--- config.mk ---
export PLATFORM = sky130hd
export DESIGN_NAME = fetch_stage_flat
export DESIGN_NICKNAME = d
export VERILOG_FILES = /design/src/rtl/fetch_stage_if.sv /design/src/rtl/fetch_stage.sv /design/src/flat_wrapper.sv
export SDC_FILE = /design/constraint.sdc
export NUM_CORES = 2
export LEC_CHECK = 0
export ABC_CLOCK_PERIOD_IN_PS = 4110
export CORE_AREA = 2 2 599 601
export DETAILED_ROUTE_END_ITERATION = 6
export DIE_AREA = 0 0 601 603
export MAX_ROUTING_LAYER = met4
export SYNTH_ARGS = -nofsm -noshare
export SYNTH_HDL_FRONTEND = slang
export SYNTH_SLANG_ARGS = --single-unit
--- constraint.sdc ---
create_clock -name clk -period 4.11 [get_ports clk]
set_clock_uncertainty 0.2 [all_clocks]
set_input_delay 0.411 -clock clk [delete_from_list [all_inputs] [get_ports clk]]
set_output_delay 0.411 -clock clk [all_outputs]
set_load 0.02 [all_outputs]
--- src/rtl/fetch_stage_if.sv ---
// Fetch-stage bus: redirect/stall controls, program-load write port and IF/ID outputs.
// The driver (control/loader) side uses master; the fetch stage itself uses slave.
interface fetch_stage_if #(
  parameter int unsigned IMEM_AW = 7
);
  logic               stall;
  logic               pcsrc;
  logic [31:0]        branch_target;
  logic               imem_we;
  logic [IMEM_AW-1:0] imem_waddr;
  logic [31:0]        imem_wdata;
  logic [31:0]        pc;
  logic [31:0]        if_id_instr;
  logic [31:0]        if_id_npc;
  logic               if_id_valid;

  modport master (
    output stall, pcsrc, branch_target, imem_we, imem_waddr, imem_wdata,
    input  pc, if_id_instr, if_id_npc, if_id_valid
  );

  modport slave (
    input  stall, pcsrc, branch_target, imem_we, imem_waddr, imem_wdata,
    output pc, if_id_instr, if_id_npc, if_id_valid
  );
endinterface

--- src/rtl/fetch_stage.sv ---
// Instruction fetch stage: PC register, word-addressed instruction memory and IF/ID register.
// Per-edge priority is rst > redirect > stall > fetch; memory writes are independent of all three.
module fetch_stage #(
  parameter int unsigned IMEM_AW  = 7,
  parameter logic [31:0] RESET_PC = 32'h0000_0000
) (
  input logic         clk,
  input logic         rst,
  fetch_stage_if.slave bus
);
  localparam logic [31:0] BUBBLE = 32'h8000_0000;

  logic [31:0] imem [0:(1 << IMEM_AW) - 1];
  logic [31:0] pc_q, pc_d;
  logic [31:0] instr_q, instr_d;
  logic [31:0] npc_q, npc_d;
  logic        valid_q, valid_d;
  logic [31:0] pc_plus4;
  logic [31:0] fetch_word;

  // Not reset: program contents survive rst. Reads below see pre-write data.
  always_ff @(posedge clk) begin
    if (bus.imem_we) imem[bus.imem_waddr] <= bus.imem_wdata;
  end

  assign fetch_word = imem[pc_q[IMEM_AW+1:2]];
  assign pc_plus4   = pc_q + 32'd4;

  always_comb begin
    pc_d    = pc_q;
    instr_d = instr_q;
    npc_d   = npc_q;
    valid_d = valid_q;
    if (bus.pcsrc) begin
      pc_d    = bus.branch_target & ~32'd3;
      instr_d = BUBBLE;
      npc_d   = '0;
      valid_d = 1'b0;
    end else if (!bus.stall) begin
      pc_d    = pc_plus4;
      instr_d = fetch_word;
      npc_d   = pc_plus4;
      valid_d = 1'b1;
    end
  end

  always_ff @(posedge clk) begin
    if (rst) begin
      pc_q    <= RESET_PC;
      instr_q <= BUBBLE;
      npc_q   <= '0;
      valid_q <= 1'b0;
    end else begin
      pc_q    <= pc_d;
      instr_q <= instr_d;
      npc_q   <= npc_d;
      valid_q <= valid_d;
    end
  end

  assign bus.pc          = pc_q;
  assign bus.if_id_instr = instr_q;
  assign bus.if_id_npc   = npc_q;
  assign bus.if_id_valid = valid_q;
endmodule

--- src/flat_wrapper.sv ---
// flat-port wrapper written by rule: the top's interface ports become plain ports
module fetch_stage_flat 
#(
  parameter int unsigned IMEM_AW  = 7,
  parameter logic [31:0] RESET_PC = 32'h0000_0000
)
  (clk, rst, bus_stall, bus_pcsrc, bus_branch_target, bus_imem_we, bus_imem_waddr, bus_imem_wdata, bus_pc, bus_if_id_instr, bus_if_id_npc, bus_if_id_valid);
  fetch_stage_if #(.IMEM_AW(IMEM_AW)) bus_i ();
  input logic clk;
  input logic rst;
  input wire logic [$bits(bus_i.stall)-1:0] bus_stall;
  input wire logic [$bits(bus_i.pcsrc)-1:0] bus_pcsrc;
  input wire logic [$bits(bus_i.branch_target)-1:0] bus_branch_target;
  input wire logic [$bits(bus_i.imem_we)-1:0] bus_imem_we;
  input wire logic [$bits(bus_i.imem_waddr)-1:0] bus_imem_waddr;
  input wire logic [$bits(bus_i.imem_wdata)-1:0] bus_imem_wdata;
  output wire logic [$bits(bus_i.pc)-1:0] bus_pc;
  output wire logic [$bits(bus_i.if_id_instr)-1:0] bus_if_id_instr;
  output wire logic [$bits(bus_i.if_id_npc)-1:0] bus_if_id_npc;
  output wire logic [$bits(bus_i.if_id_valid)-1:0] bus_if_id_valid;
  assign bus_i.stall = bus_stall;
  assign bus_i.pcsrc = bus_pcsrc;
  assign bus_i.branch_target = bus_branch_target;
  assign bus_i.imem_we = bus_imem_we;
  assign bus_i.imem_waddr = bus_imem_waddr;
  assign bus_i.imem_wdata = bus_imem_wdata;
  assign bus_pc = bus_i.pc;
  assign bus_if_id_instr = bus_i.if_id_instr;
  assign bus_if_id_npc = bus_i.if_id_npc;
  assign bus_if_id_valid = bus_i.if_id_valid;
  fetch_stage #(.IMEM_AW(IMEM_AW), .RESET_PC(RESET_PC)) u_core (.clk(clk), .rst(rst), .bus(bus_i));
endmodule
==> results.yml <==
outcome:
  status: "completed"
detailed_routing:
  num_vias: 80690
  wl_met3_mm: 40.00
  avgRoutedWirePerCell_microns: 33.61
  wl_mm: 443.4
  met2_length_mm: 208.2
  ant_nets: 0
  viasPerCell: 6.115
  drt_iter0_drc: 11190
  drc_errors: 0
  wl_met1_mm: 180.0
  highest_layer: "met4"
  first_pass_iters: 5
yosys:
  synthFlopType: "edfxtp_1"
  synth.area.mux_share_pct: 14.83
  synth_top_family_by_area: "multiplexers"
  synthCells: 7334
  yosysSeqAreaShare_pct: 78.22
  synth-compound-area-share_pct: 3.450
  synth-seq-cells: 4189
  ys_async_sr_fraction_pct: 0
  synthSimpleGateAreaFrac_pct: 1.838
  yosys_warnings: 0
  yosys.area.top_type: "edfxtp_1"
  synthXorXnorAreaFrac_pct: 0.2798
  syn_area_per_cell_sq_um: 21.77
  synth_edf_count: 4096
  synthAdderAreaFrac_pct: 0.007838
  syn_area_sq_um: 159600
  synth.area.top_cells: "edfxtp_1, mux4_2, mux2i_1, dfxtp_1, a22oi_1"
  yosysUniqueCellTypes: 62
  netlist.area_leader.share_pct: 77.05
clock_tree:
  cts-root-buf: "clkbuf_16"
  ctsHtreeMaxLevel: 5
  cts.sinks: 4189
  cts_tree: "built"
  path_clk_slew_ps: 60
  clk_latency_ps: 970
  cts_made_buffers: 404
  clockBufferDepth: 4
worst_hold_path:
  hold_end: "u_core.bus.pc[6]"
  min_path_type: "in -> reg"
  hp-start: "bus_branch_target[6]"
  holdPathStages: 3
global_route:
  grt_overflow_total: 0
  grt_antenna_before_repair: 36
  grt_usage_pct: 24.86
  grt_pass1_wl_mm: 617.4
  grt_max_degree: 102
  grt_pass1_vias: 79480
placement:
  io_buffers: 166
  place_congestion: 0.8603
  post-place-cells: 12370
  hpwl_mm: 264.2
power:
  switching_share_pct: 21.64
  p_comb_share_pct: 6.0
  clkPwrFrac_pct: 41.2
  irDropWorstVdd_mv: 0.4956
  internal_power_uw: 70110
  p_sw_uw: 19360
  p_leak_uw: 0.05696
  sequentialPowerShare_pct: 52.8
  powerDensity_nw_per_um2: 481.2
run:
  maxCapViolCount: 0
critical_path:
  r2r_end: "u_core.bus.if_id_instr[20]"
  slowest_delay_ps: 850
  cp.arrival_ps: 4610
  startpoint_type: "flip-flop"
  end_kind: "flip-flop"
  reg2reg_from: "u_core.bus.pc[2]"
  crit_type: "reg -> reg"
  cp_max_fo: 23
  r2r_slack_ps: 120
  required_ps: 4740
  crit_slowest_cell: "dfxtp_4"
  path_cells: "buf_12 > buf_4 > mux4_2 > a22oi_1 > a21oi_1 > nor3_1 > buf_4 > a31oi_1"
  reg2reg_depth: 8
  path_common_cell: "buf_4"
finish:
  drive_above_1_share_pct: 26.86
  fill_cells: 27440
  synthToLayoutAreaGrowth_pct: 16.49
  instances_no_fill: 13190
  nets: 8168
  seqCellArea_sq_um: 124900
  multi_input_area_sq_um: 33660
timing:
  fin_setup_tns_ps: 0
  timing.final.crit_period_ps: 3986
  timing.final.hold_violations: 0
  fin_crit_sh_pct: 96.98
  slew_viol_final: 0
  setup_viol: 0
  grt_setup_unrepaired: "no"
  slew_headroom_pct: 9.343
  worstMarginPinSlew_ps: 1346
  fmax_mhz: 250.9
floorplanning:
  die_w_microns: 601
  die_h_microns: 603
  start_util_pct: 44.92
  fp.coreArea_sq_um: 355400
  rows: 219
  boundaryPins: 173
  dieArea_sq_um: 362400
worst max path at each step:
stage                       from                          to  slack [ps]  cells past startpoint
6_report        u_core.bus.pc[2]  u_core.bus.if_id_instr[20]         120                      8
5_1_grt         u_core.bus.pc[2]  u_core.bus.if_id_instr[22]          40                      9
4_1_cts         u_core.bus.pc[2]   u_core.bus.if_id_instr[1]          50                      7
3_5_place_dp    u_core.bus.pc[2]   u_core.bus.if_id_instr[1]          60                      7
3_3_place_gp    u_core.bus.pc[2]   u_core.bus.if_id_instr[1]          50                      7
2_1_floorplan  bus_imem_waddr[6]          u_core.imem[80][0]         370                      3
metal layers:
| metal | vias up | GRT usage [%] |
|---|---|---|
| met3 | 573 | 3.933 |
| li1 | 32630 | - |
| met4 | 0 | 7.604 |
| met5 | - | - |
| met2 | 3978 | 37.65 |
| met1 | 43510 | 35.01 |
cells in the mapped netlist (19+ instances only):
library cell / count
edfxtp_1: 4096
nor3_1: 47
o22ai_1: 62
buf_1: 29
a211oi_1: 108
a221oi_1: 32
nand3_1: 181
a21oi_1: 126
a221o_1: 29
dfxtp_1: 93
nor2_1: 201
mux2_2: 31
a22o_1: 89
nand2_1: 110
a31oi_1: 30
mux4_2: 896
mux2i_1: 311
clkbuf_1: 206
o21ai_0: 103
xor2_1: 19
xnor2_1: 32
buf_4: 62
o221ai_1: 31
a22oi_1: 163
buf_2: 125
kinds of logic after synthesis:
family,count (synthesis)
AO/OA/AOI/OAI,788
XOR/XNOR,51
adder cells (fa/ha/maj),1
buffers and inverters,445
flip-flops,4189
multiplexers,1239
other,1
AND/OR/NAND/NOR,620
power by group through the flow:
stage | Sequential, uW | Clock [uW] | Combinational (uW)
after floorplan | 48100 | 0 | 2650
after global placement | 48100 | 0 | 5250
after detailed placement | 48100 | 0 | 5330
after CTS | 47200 | 37400 | 5400
after global routing | 47200 | 39000 | 5620
final | 47200 | 36900 | 5370
per-stage QoR:
stage / power, uW / instance area, sq um / hold slack (ps) / util (%) / worst slack [ps]
floorplan: 50740 / 159600 / 309.9 / - / 371.0
global placement: 53380 / 172200 / 249.9 / 48.46 / 48.20
detailed placement: 53480 / 172200 / 258.8 / 48.46 / 64.01
CTS: 90000 / 185900 / 26.58 / 52.31 / 45.29
global route: 91840 / 185900 / 20.62 / 52.32 / 41.31
finish: 89470 / 186000 / 86.84 / 52.32 / 124.0
flip-flops by register name, summed over array words and instances, names as in the netlist:
name,cells
u_core.bus.if_id_instr,32
u_core.bus.if_id_npc,30
u_core.bus.if_id_valid,1
u_core.bus.pc,30
u_core.imem,4096
final cells by class:
class / instances / area share (%)
Antenna cell: 14 / 0.01884
Clock buffer: 507 / 5.785
Clock inverter: 237 / 1.235
Inverter: 5 / 0.01144
Multi-Input combinational cell: 2703 / 18.10
Sequential cell: 4189 / 67.16
Tap cell: 4751 / 3.197
Timing Repair Buffer: 788 / 4.494
cell usage in the layout (no fill, tap or decap), drive strengths merged, types with 12 or more instances in the layout:
| cell | count |
|---|---|
| nor2b | 15 |
| o221ai | 31 |
| o21ai | 103 |
| a22o | 89 |
| a221o | 29 |
| nand3 | 183 |
| a22oi | 163 |
| a31oi | 30 |
| dfxtp | 93 |
| a21oi | 126 |
| bufinv | 39 |
| mux2i | 311 |
| a211oi | 108 |
| clkbuf | 507 |
| mux2 | 31 |
| diode | 14 |
| xor2 | 19 |
| nand4 | 12 |
| dlygate4sd3 | 63 |
| clkinvlp | 13 |
| nor2 | 201 |
| xnor2 | 32 |
| edfxtp | 4096 |
| clkinv | 174 |
| a221oi | 32 |
| clkdlybuf4s50 | 132 |
| mux4 | 897 |
| nand2 | 110 |
| nor3 | 47 |
| inv | 16 |
| o22ai | 62 |
| buf | 593 |
timing repair:
action,in CTS,in global routing
setup endpoints to repair,0,2
setup buffers,0,0
hold buffers,63,0
gates resized for setup,0,2
endpoints found under the hold margin,1513,0
critical path: cells and delay by family, from the launching register on:
kind	cells	cell delay (ps)
AO/OA/AOI/OAI	3	660
multiplexers	1	560
flip-flops	1	850
AND/OR/NAND/NOR	1	570
buffers and inverters	3	940
Power figures use the tool's default switching activity.
